`config.mk`:
```
export PLATFORM = sky130hd
export DESIGN_NAME = gray_wptr_gen
export DESIGN_NICKNAME = d
export VERILOG_FILES = /design/src/rtl/gray_wptr_gen.sv
export SDC_FILE = /design/constraint.sdc
export NUM_CORES = 1
export LEC_CHECK = 0
export CAP_MARGIN = 10
export CORE_ASPECT_RATIO = 0.7
export CORE_UTILIZATION = 51
export CTS_CLUSTER_SIZE = 25
export DETAILED_ROUTE_END_ITERATION = 6
export PLACE_DENSITY = 0.84
export REMOVE_ABC_BUFFERS = 1
export SYNTH_ARGS = -nofsm -noshare
export SYNTH_HDL_FRONTEND = slang
export SYNTH_SLANG_ARGS = --single-unit
```
`constraint.sdc`:
```
create_clock -name sys_clk -period 3.6 [get_ports sys_clk]
set_input_delay 0.54 -clock sys_clk [delete_from_list [all_inputs] [get_ports sys_clk]]
set_output_delay 0.54 -clock sys_clk [all_outputs]
set_load 0.01 [all_outputs]
```
`src/rtl/gray_wptr_gen.sv`:
```
// Write-side pointer generator for an asynchronous FIFO: binary/Gray write pointer,
// two-flop read-pointer synchronizer, and registered full / almost-full / level status.
module gray_wptr_gen #(
    parameter int ADDR_WIDTH   = 8,
    parameter int AFULL_THRESH = (1 << ADDR_WIDTH) - 2
) (
    input  logic                  sys_clk,
    input  logic                  sys_rst_n,
    input  logic                  wr_req,
    input  logic [ADDR_WIDTH:0]   rd_ptr_gray_async,
    output logic                  wr_en,
    output logic [ADDR_WIDTH-1:0] waddr,
    output logic [ADDR_WIDTH:0]   wptr_gray,
    output logic                  full,
    output logic                  almost_full,
    output logic [ADDR_WIDTH:0]   wr_level
);

    localparam int PW = ADDR_WIDTH + 1;
    localparam logic [PW-1:0] AFULL_LVL = PW'(AFULL_THRESH);

    function automatic logic [PW-1:0] bin2gray(input logic [PW-1:0] b);
        return b ^ (b >> 1);
    endfunction

    function automatic logic [PW-1:0] gray2bin(input logic [PW-1:0] g);
        logic [PW-1:0] b;
        b[PW-1] = g[PW-1];
        for (int i = PW - 2; i >= 0; i--) begin
            b[i] = b[i+1] ^ g[i];
        end
        return b;
    endfunction

    logic [PW-1:0] wbin_q;
    logic [PW-1:0] wptr_gray_q;
    logic [PW-1:0] sync1_q;
    logic [PW-1:0] sync2_q;
    logic          full_q;
    logic          afull_q;
    logic [PW-1:0] level_q;

    logic          wr_en_s;
    logic [PW-1:0] wbin_d;
    logic [PW-1:0] gray_d;
    logic [PW-1:0] rbin_s;
    logic [PW-1:0] level_d;
    logic          full_d;
    logic          afull_d;

    // Accept decision, next pointers and next status from the synchronized read pointer.
    always_comb begin
        wr_en_s = wr_req & ~full_q & sys_rst_n;
        wbin_d  = wbin_q + {{ADDR_WIDTH{1'b0}}, wr_en_s};
        gray_d  = bin2gray(wbin_d);
        rbin_s  = gray2bin(sync2_q);
        level_d = wbin_d - rbin_s;
        // Full when the write pointer is exactly one lap ahead: top two Gray bits inverted.
        full_d  = (gray_d == {~sync2_q[PW-1:PW-2], sync2_q[PW-3:0]});
        afull_d = (level_d >= AFULL_LVL);
    end

    // Pointer, synchronizer and status registers.
    always_ff @(posedge sys_clk or negedge sys_rst_n) begin
        if (!sys_rst_n) begin
            wbin_q      <= {PW{1'b0}};
            wptr_gray_q <= {PW{1'b0}};
            sync1_q     <= {PW{1'b0}};
            sync2_q     <= {PW{1'b0}};
            full_q      <= 1'b0;
            afull_q     <= 1'b0;
            level_q     <= {PW{1'b0}};
        end else begin
            wbin_q      <= wbin_d;
            wptr_gray_q <= gray_d;
            sync1_q     <= rd_ptr_gray_async;
            sync2_q     <= sync1_q;
            full_q      <= full_d;
            afull_q     <= afull_d;
            level_q     <= level_d;
        end
    end

    assign wr_en       = wr_en_s;
    assign waddr       = wbin_q[ADDR_WIDTH-1:0];
    assign wptr_gray   = wptr_gray_q;
    assign full        = full_q;
    assign almost_full = afull_q;
    assign wr_level    = level_q;

endmodule

```
==> run_results.csv <==
group,metric,value,unit
clock_tree,clkSlewWorstSetupHoldPaths,0.08,ns
synthesis,ys_types,31,
finish,final_cells,264,
sta,setup_viol_count_final,0,
grt,grt_antenna_before_repair,0,
routing,antenna_left,0,
clock_tree,clk_latency,0.30,ns
finish,num-fill-cells,264,
finish,area_delta_synth_final,28.27,%
routing,drt-total-wl,3940,microns
sta,final.setup_skew,0.006656,ns
floorplan,die_w,78.09,microns
routing,wl_per_cell,14.92,microns
routing,vias_per_cell,5.091,
grt,grt_pass1_wl,6417,microns
finish,diodes,0,
sta,period_share,0.9432,
clock_tree,htree_levels,2,
place,gp_congestion,0.8091,
clock_tree,cts-hold-fix-buffers,0,
synthesis,syn-cell-area,0.002067,sq mm
clock_tree,cts-root-buf,"clkbuf_8",
synthesis,synthArstFlopShare,1.000,
synthesis,syn_inst,163,
setup_path,rr_startpoint,"sync2_q[7]$_DFF_PN0_",
clock_tree,tritoncts,"yes",
run,drv_cap,0,
sta,hold_viol,0,
setup_path,start_kind,"flip-flop",
power_and_ir_drop,power.internal,1.332,mW
setup_path,cp-endpoint,"almost_full$_DFF_PN0_",
sta,slew_headroom,0.6300,
power_and_ir_drop,power.density,800.8,mW/mm^2
sta,fin_setup_tns,0,ns
setup_path,regToRegEndpoint,"almost_full$_DFF_PN0_",
power_and_ir_drop,leakagePower,1.205,nW
routing,first_pass_iters,4,
power_and_ir_drop,ir_worst_vdd,0.4972,mV
outcome,outcome,"completed",
synthesis,synth.ff_latch_count,46,
finish,seq_area,0.001151,sq mm
floorplan,dieArea,0.004316,sq mm
clock_tree,clk_path_buf_depth,2,
routing,drc,0,
finish,layout_common_cells,"46 x dfrtp_1, 39 x clkdlybuf4s50_1, 18 x xnor2_1",
sta,maxSlewViolCount,0,
setup_path,reg2reg_depth,14,
place,dpl_cell_area,0.002562,sq mm
setup_path,crit_fanout,4,
place,portBuffers,40,
setup_path,cp.arrival,3.59,ns
setup_path,cpPeakStageDelay,0.42,ns
grt,grt_max_degree,47,
grt,grt_use_total,0.2020,
floorplan,dieHeight,55.27,microns
floorplan,rows,18,
clock_tree,cts_buffers,5,
floorplan,initial_core_util,0.5596,
setup_path,path_class,"reg2reg",
sta,worstMarginPinSlew,0.5549,ns
synthesis,yosys_warnings,0,
floorplan,core,0.003694,sq mm
finish,postLayoutCoreUtil,0.7178,
place,dpl.cell_count,258,
finish,multi_input_area,873.3,sq um
finish,layout_commonest_cell,"dfrtp_1",
grt,overflow,0,
sta,fmax,294.5,MHz
clock_tree,cts_num_sinks,46,
setup_path,critPathCaptureType,"flip-flop",
power_and_ir_drop,p_clk_frac,0.143,
setup_path,cp_cell_sequence,"xnor2_2 > xor2_4 > xnor2_2 > xor2_2 > xor2_2 > xnor2_1 > ha_1 > fa_1 > nor2b_2 > o31a_1 > o21ai_1 > a21oi_1 > or3_1 > o311ai_1",
clock_tree,cts_setup_buffers,0,
sta,timing.final.ws_setup,0.2044,ns
setup_path,ff2ff_setup_slack,0.20,ns
sta,hold_slack,0.3337,ns
synthesis,synth_area_leaders,"dfrtp_1 56%, xnor2_1 7.6%, ha_1 6.1%, xor2_1 4.7%, xor2_2 3.9%",
routing,drt-initial-drc-count,76,
finish,drive_above_1_share,0.1168,
setup_path,critPathSlowestCell,"dfrtp_1",
synthesis,synth_area_leader_cell,"dfrtp_1",
synthesis,synth.top_cell.area_share,0.5569,
sta,finalWorstPathRequiredPeriod,3.396,ns
power_and_ir_drop,p_comb_frac,0.517,
synthesis,ys_dominant_reg_cell,"dfrtp_1",
synthesis,yosysSeqAreaShare,0.5569,
power_and_ir_drop,seqPwrFrac,0.340,
finish,nets,238,
power_and_ir_drop,power_switching,791.0,uW
floorplan,io_pins,41,
sta,grt_setup_unrepaired,"no",
setup_path,timing.critical_path.required,3.79,ns
setup_path,startpoint,"sync2_q[7]$_DFF_PN0_",
place,place_ws,0.02859,ns
place,hpwl,2907,microns
power_and_ir_drop,p_sw_frac,0.3726,
routing,via_count,1344,
synthesis,synth.avg_cell_area,12.68,sq um
worst_hold_path,hold_path.class,"in2async",
finish,design_area,0.002651,sq mm
power_and_ir_drop,total_power,2.123,mW
synthesis,synth_edf_count,0,
grt,grt_pass1_vias,1414,
kinds of logic after synthesis:
family                   Yosys count  share of synthesized area
XOR/XNOR                          38                     0.1992
flip-flops                        46                     0.5569
AO/OA/AOI/OAI                     16                    0.05388
AND/OR/NAND/NOR                   37                    0.08657
adder cells (fa/ha/maj)           11                    0.07022
multiplexers                       2                   0.009686
buffers and inverters             13                    0.02361
state kept, by name, indices dropped and copies added (netlist names):
name         count
sync2_q          9
almost_full      1
wptr_gray        8
wr_level         9
sync1_q          9
wbin_q           9
full             1
power groups by stage:
stage	sequential (mW)	clock [mW]	combinational [mW]
3_3_place_gp	0.725	0	1.01
4_1_cts	0.724	0.311	1.07
5_1_grt	0.737	0.330	1.19
3_5_place_dp	0.733	0	1.05
2_1_floorplan	0.782	0	0.570
6_report	0.722	0.303	1.10
final cells by class:
type | count | share of cell area
Sequential cell | 46 | 0.4342
Tap cell | 50 | 0.02360
Inverter | 13 | 0.01840
Clock buffer | 6 | 0.03115
Multi-Input combinational cell | 104 | 0.3294
Timing Repair Buffer | 45 | 0.1633
Yosys cell counts, types with 2 or more instances:
cell	n
a21oi_1	4
and3_1	2
dfrtp_1	46
ha_1	10
inv_1	13
mux2i_1	2
nand2_1	7
nand2b_1	3
nand3_1	5
nand4_1	2
nor2_1	11
o21ai_0	4
o311ai_0	2
or3_1	2
xnor2_1	18
xnor2_2	3
xor2_1	11
xor2_2	5
routing by layer:
metal | routed length [microns] | vias to the layer above | track usage
met5 | 0 | - | 0
li1 | - | 627 | -
met2 | 1787 | 60 | 0.3070
met3 | 244 | 17 | 0.05620
met4 | 126 | 0 | 0.1164
met1 | 1782 | 640 | 0.2608
worst min-delay path by stage:
stage / slack (ns) / end / startpoint
global placement: 0.33 / sync2_q[2]$_DFF_PN0_ / sync1_q[2]$_DFF_PN0_
floorplan: 0.24 / almost_full$_DFF_PN0_ / sys_rst_n
global route: 0.36 / sync2_q[0]$_DFF_PN0_ / sync1_q[0]$_DFF_PN0_
finish: 0.33 / wptr_gray[1]$_DFF_PN0_ / sys_rst_n
detailed placement: 0.33 / sync2_q[7]$_DFF_PN0_ / sync1_q[7]$_DFF_PN0_
CTS: 0.34 / sync2_q[7]$_DFF_PN0_ / sync1_q[7]$_DFF_PN0_
worst max-delay path, delay by kind of cell, from the launching register on:
kind | cells | cell delay (ns)
xor+xnor | 6 | 1.35
compound gates | 4 | 0.66
fa+ha+maj | 2 | 0.45
flops | 1 | 0.42
simple gates | 2 | 0.41
timing repair:
item / 4_1_cts / 5_1_grt
resized for setup: 0 / 4
setup endpoints to repair: 0 / 2
endpoints found under the hold margin: 0 / 0
Note: power is estimated with default switching activity, not from simulation.
==> edit 1 (config.mk and constraints unchanged) <==
`ADDR_WIDTH`: 8 -> 7.
--- a/src/rtl/gray_wptr_gen.sv
+++ b/src/rtl/gray_wptr_gen.sv
@@ -2,5 +2,5 @@
 // two-flop read-pointer synchronizer, and registered full / almost-full / level status.
 module gray_wptr_gen #(
-    parameter int ADDR_WIDTH   = 8,
+    parameter int ADDR_WIDTH   = 7,
     parameter int AFULL_THRESH = (1 << ADDR_WIDTH) - 2
 ) (
Interface: changed (resized rd_ptr_gray_async, waddr, wptr_gray and wr_level); port bits go from 41 to 37. The function was not compared with the original's and may differ.
==> edit 1 against the original RTL <==
Setup slack lost 140 ps; power grew 2.8%; hold slack lost 16 ps; area after synthesis shrank 8.8%; cell area shrank 4.6%; sequential cell count shrank 5; routed wire length shrank 7.4%; critical path type unchanged; critical endpoint unchanged; largest power group unchanged; highest routed layer unchanged.
==> edit 1: results (changes against the original RTL) <==
| Metric | Value |
|---|---|
| Max_slew headroom | 0.6688 (+0.03875) |
| Met1 Routed Length | 1684 um (-5.5%) |
| Initial DRC count | 95 (+25%) |
| Hold_ws | 317.4 ps (-16.30 ps) |
| Mux share of post-synthesis cell area | 0.01062 (+0.0009389) |
| R2r startpoint | sync2_q[6] |
| Sequential cell area fraction in the yosys report | 0.5445 (-0.01241) |
| Routability Congestion | 0.8284 (+2.4%) |
| Routed len/inst | 14.65 um (-1.8%) |
| Internal | 1.398 mW (+4.9%) |
| Worst path slowest cell | xnor3_2 |
| Clk tree area frac | 0.04748 (+0.01633) |
| Via Count | 1264 (-6.0%) |
| Max incr delay on CP | 440 ps (+20 ps) |
| Placed Area | 0.002333 mm2 (-8.9%) |
| P per Cell Area | 862.6 mW/mm2 (+7.7%) |
| Pleak | 1.154 nW (-4.2%) |
| Distinct cells, synth | 35 (+13%) |
| HPWL after detailed placement | 2578 um (-11%) |
| Mapped Avg Cell Area | 13.09 um2 (+3.2%) |
| Mapped Cells | 144 (-12%) |
| Layout cell share with drive strength beyond 1 | 0.1709 (+0.05403) |
| GR Util met2 | 0.3378 (+0.03082) |
| Peak VDD IR | 491.4 uV (-1.2%) |
| Met2 WL | 1730 um (-3.2%) |
| Largest net degree at the start of global routing | 42 (-11%) |
| Placed insts | 234 (-9.3%) |
| Final std cells w/o fill | 249 (-5.7%) |
| Status | finished clean |
[edit 1: cell count changes in the layout (fill, tap and decap cells not counted), moves of 2 or more]
cell,delta
buf_4,+9
clkdlybuf4s50_1,-4
dfrtp_1,-5
inv_1,-5
nand2_1,-3
nor2_1,-6
nor2b_1,+4
o21a_1,+2
xnor2_1,-4
xnor2_2,-2
xor2_1,+3
xor2_2,-3
[edit 1: how the worst max path moves through the flow]
stage	from	endpoint	slack [ps]	cells past startpoint
2_1_floorplan	sync2_q[7]	almost_full	300	13
3_3_place_gp	wr_req	almost_full	150	12
3_5_place_dp	wr_req	almost_full	30	12
4_1_cts	sync2_q[7]	almost_full	40	13
5_1_grt	sync2_q[5]	almost_full	-50	13
6_report	sync2_q[6]	almost_full	60	13
[edit 1: repair_timing]
item | 4_1_cts | 5_1_grt
setup buffers | 0 | 7
endpoints found under the setup margin | 0 | 1
resized for setup | 0 | 4
==> edit 2 (config.mk and constraints unchanged) <==
Without the edit above. Put one more register stage on the output `wr_level`, with the module's reset. The value now appears one clock later. The other outputs are not delayed to match.
--- a/src/rtl/gray_wptr_gen.sv
+++ b/src/rtl/gray_wptr_gen.sv
@@ -87,5 +87,11 @@
     assign full        = full_q;
     assign almost_full = afull_q;
-    assign wr_level    = level_q;
+    always_ff @(posedge sys_clk or negedge sys_rst_n) begin
+        if (!sys_rst_n) begin
+            wr_level <= '0;
+        end else begin
+            wr_level <= level_q;
+        end
+    end
 
 endmodule
Behaviour: not the same (a bounded check fails within 4 cycles, from zero or initial values and one cycle with sys_rst_n low).
==> edit 2 against the original RTL <==
Via count up 2.0%; count of clock-buffer cells in the layout increased by 1; cell area increased by 8.9%; final cell count is 5.7% higher; area after synthesis increased by 11%; global-route usage shrank 2.2 points; sequential share of layout area rose by 4.3 points; sequential cell count up 9; power increased by 4.5%; combinational power down 7%; routed wire length fell by 9.5%; setup slack better by 17 ps; largest cell class unchanged; highest routed layer unchanged.
==> edit 2: results (changes against the original RTL) <==
| Metric | Value |
|---|---|
| Reg2reg path depth | 14 (unchanged) |
| Final hold violations | 0 (unchanged) |
| Hold Crit Class | flip-flop to flip-flop |
| Inserted Diodes | 0 (unchanged) |
| Worst hold endpoint | wr_level[2] |
| Leading cell type in the layout, fill and taps excluded | dfrtp_1 |
| First-pass GRT wire length | 6106 um (-4.8%) |
| HPWL after detailed placement | 2686 um (-7.6%) |
| Crit path DAT | 3580 ps (about the same) |
| Routability Congestion | 0.7728 (-4.5%) |
| Placed insts | 270 (+4.7%) |
| Warnings from Yosys | 0 (unchanged) |
| Clk root buf | clkbuf_8 |
| Total CTS buffers | 5 (unchanged) |
| Initial antenna violation count | 0 (unchanged) |
| R2r startpoint | sync2_q[7] |
| Placed Area | 0.002798 mm2 (+9.2%) |
| Worst r2r dst | almost_full |
| Status | finished clean |
| Hold path start | level_q[2] |
| Clock insertion delay at the later pin of the skew report | 300 ps (about the same) |
| CTS max path bufs | 2 (unchanged) |
| Largest cells by area after synthesis | dfrtp_1, xnor2_1, ha_1 |
| Most frequent cells after synthesis | dfrtp_1, xnor2_1, inv_1 |
| Dpl ws | 74.67 ps (+46.08 ps) |
| Port Buffers | 40 (unchanged) |
| Clk pin slew, worst setup/hold paths | 90 ps |
| Vias per inst | 4.914 (-3.5%) |
| Layout cell share with drive strength beyond 1 | 0.1101 (-0.006690) |
| Hold_ws | 350.8 ps (+17.16 ps) |
| Worst Skew | 9.745 ps (+3.089 ps) |
| Nets@finish | 249 (+4.6%) |
| Largest net degree at the start of global routing | 56 (+19%) |
| Max_slew headroom | 0.5675 (-0.06259) |
| Global-route usage over all layers | 0.1802 (-0.02183) |
| Initial DRC count | 27 (-64%) |
| Distinct cells, synth | 31 (unchanged) |
| Post-synth ARST share | 1.000 (unchanged) |
| Peak VDD IR | 540.9 uV (+8.8%) |
| Vias in the first global route | 1343 (-5.0%) |
| Synth Flop Type | dfrtp_1 |
| H-tree depth | 2 (unchanged) |
| Pleak | 1.316 nW (+9.2%) |
| R2R Setup Slk | 220 ps (+20 ps) |
| Crit Path Max Fanout | 4 (unchanged) |
| Sequential cell area fraction in the yosys report | 0.6004 (+0.04354) |
| Hold Path Depth | 0 |
| Mapped Avg Cell Area | 13.33 um2 (+5.1%) |
| Drt pass-1 iters | 4 (unchanged) |
| Final wirelength | 3564 um (-9.5%) |
| Via Count | 1371 (+2.0%) |
-- edit 2: cell families after synthesis --
logic type,Yosys count,synth area share
AO/OA/AOI/OAI,16,0.04859
flip-flops,55,0.6004
AND/OR/NAND/NOR,37,0.07806
multiplexers,2,0.008734
adder cells (fa/ha/maj),11,0.06332
XOR/XNOR,38,0.1796
buffers and inverters,13,0.02129
-- edit 2: worst max path at each step --
stage                    start           to  slack [ps]  cells after the start
global placement        wr_req  almost_full         260                     14
global route        sync2_q[7]  almost_full          10                     14
CTS                 sync2_q[8]  almost_full         200                     14
floorplan            sys_rst_n  almost_full         420                     13
finish              sync2_q[7]  almost_full         220                     14
detailed placement      wr_req  almost_full          70                     14
-- edit 2: power by group --
part,internal [mW],total [mW],switching [mW]
Clock,0.137,0.316,0.179
Combinational,0.527,1.02,0.497
Sequential,0.797,0.878,0.0817
Total,1.46,2.22,0.758
-- edit 2: what timing repair did --
| action | 4_1_cts | 5_1_grt |
|---|---|---|
| gates resized for setup | 0 | 1 |
| buffers inserted | 0 | 1 |
| endpoints found under the setup margin | 0 | 1 |
-- edit 2: critical path, cell delays in order, from the launching register on --
cell	delay (ps)
dfrtp_1	420
xnor2_2	290
xor2_4	270
xnor2_2	180
xor2_2	240
xor2_2	230
xnor2_1	150
ha_1	200
fa_1	220
nor2b_1	60
o31a_1	250
o21ai_0	210
a21oi_1	120
or3_1	330
o311ai_0	100
-- edit 2: routing by layer --
metal,GRT usage,wire (um),part of all wire
met2,0.2668,1618,0.45
met1,0.2521,1749,0.49
met3,0.05827,159,0.045
met4,0.06015,36,0.010
met5,0,0,0
-- edit 2: area by class of cell --
cell class,count,area (um2)
Timing Repair Buffer,47,447.9
Sequential cell,55,1376
Multi-Input combinational cell,104,867.1
Tap cell,52,65.06
Clock inverter,1,5.005
Fill cell,288,1226
Inverter,13,48.80
Clock buffer,7,76.32
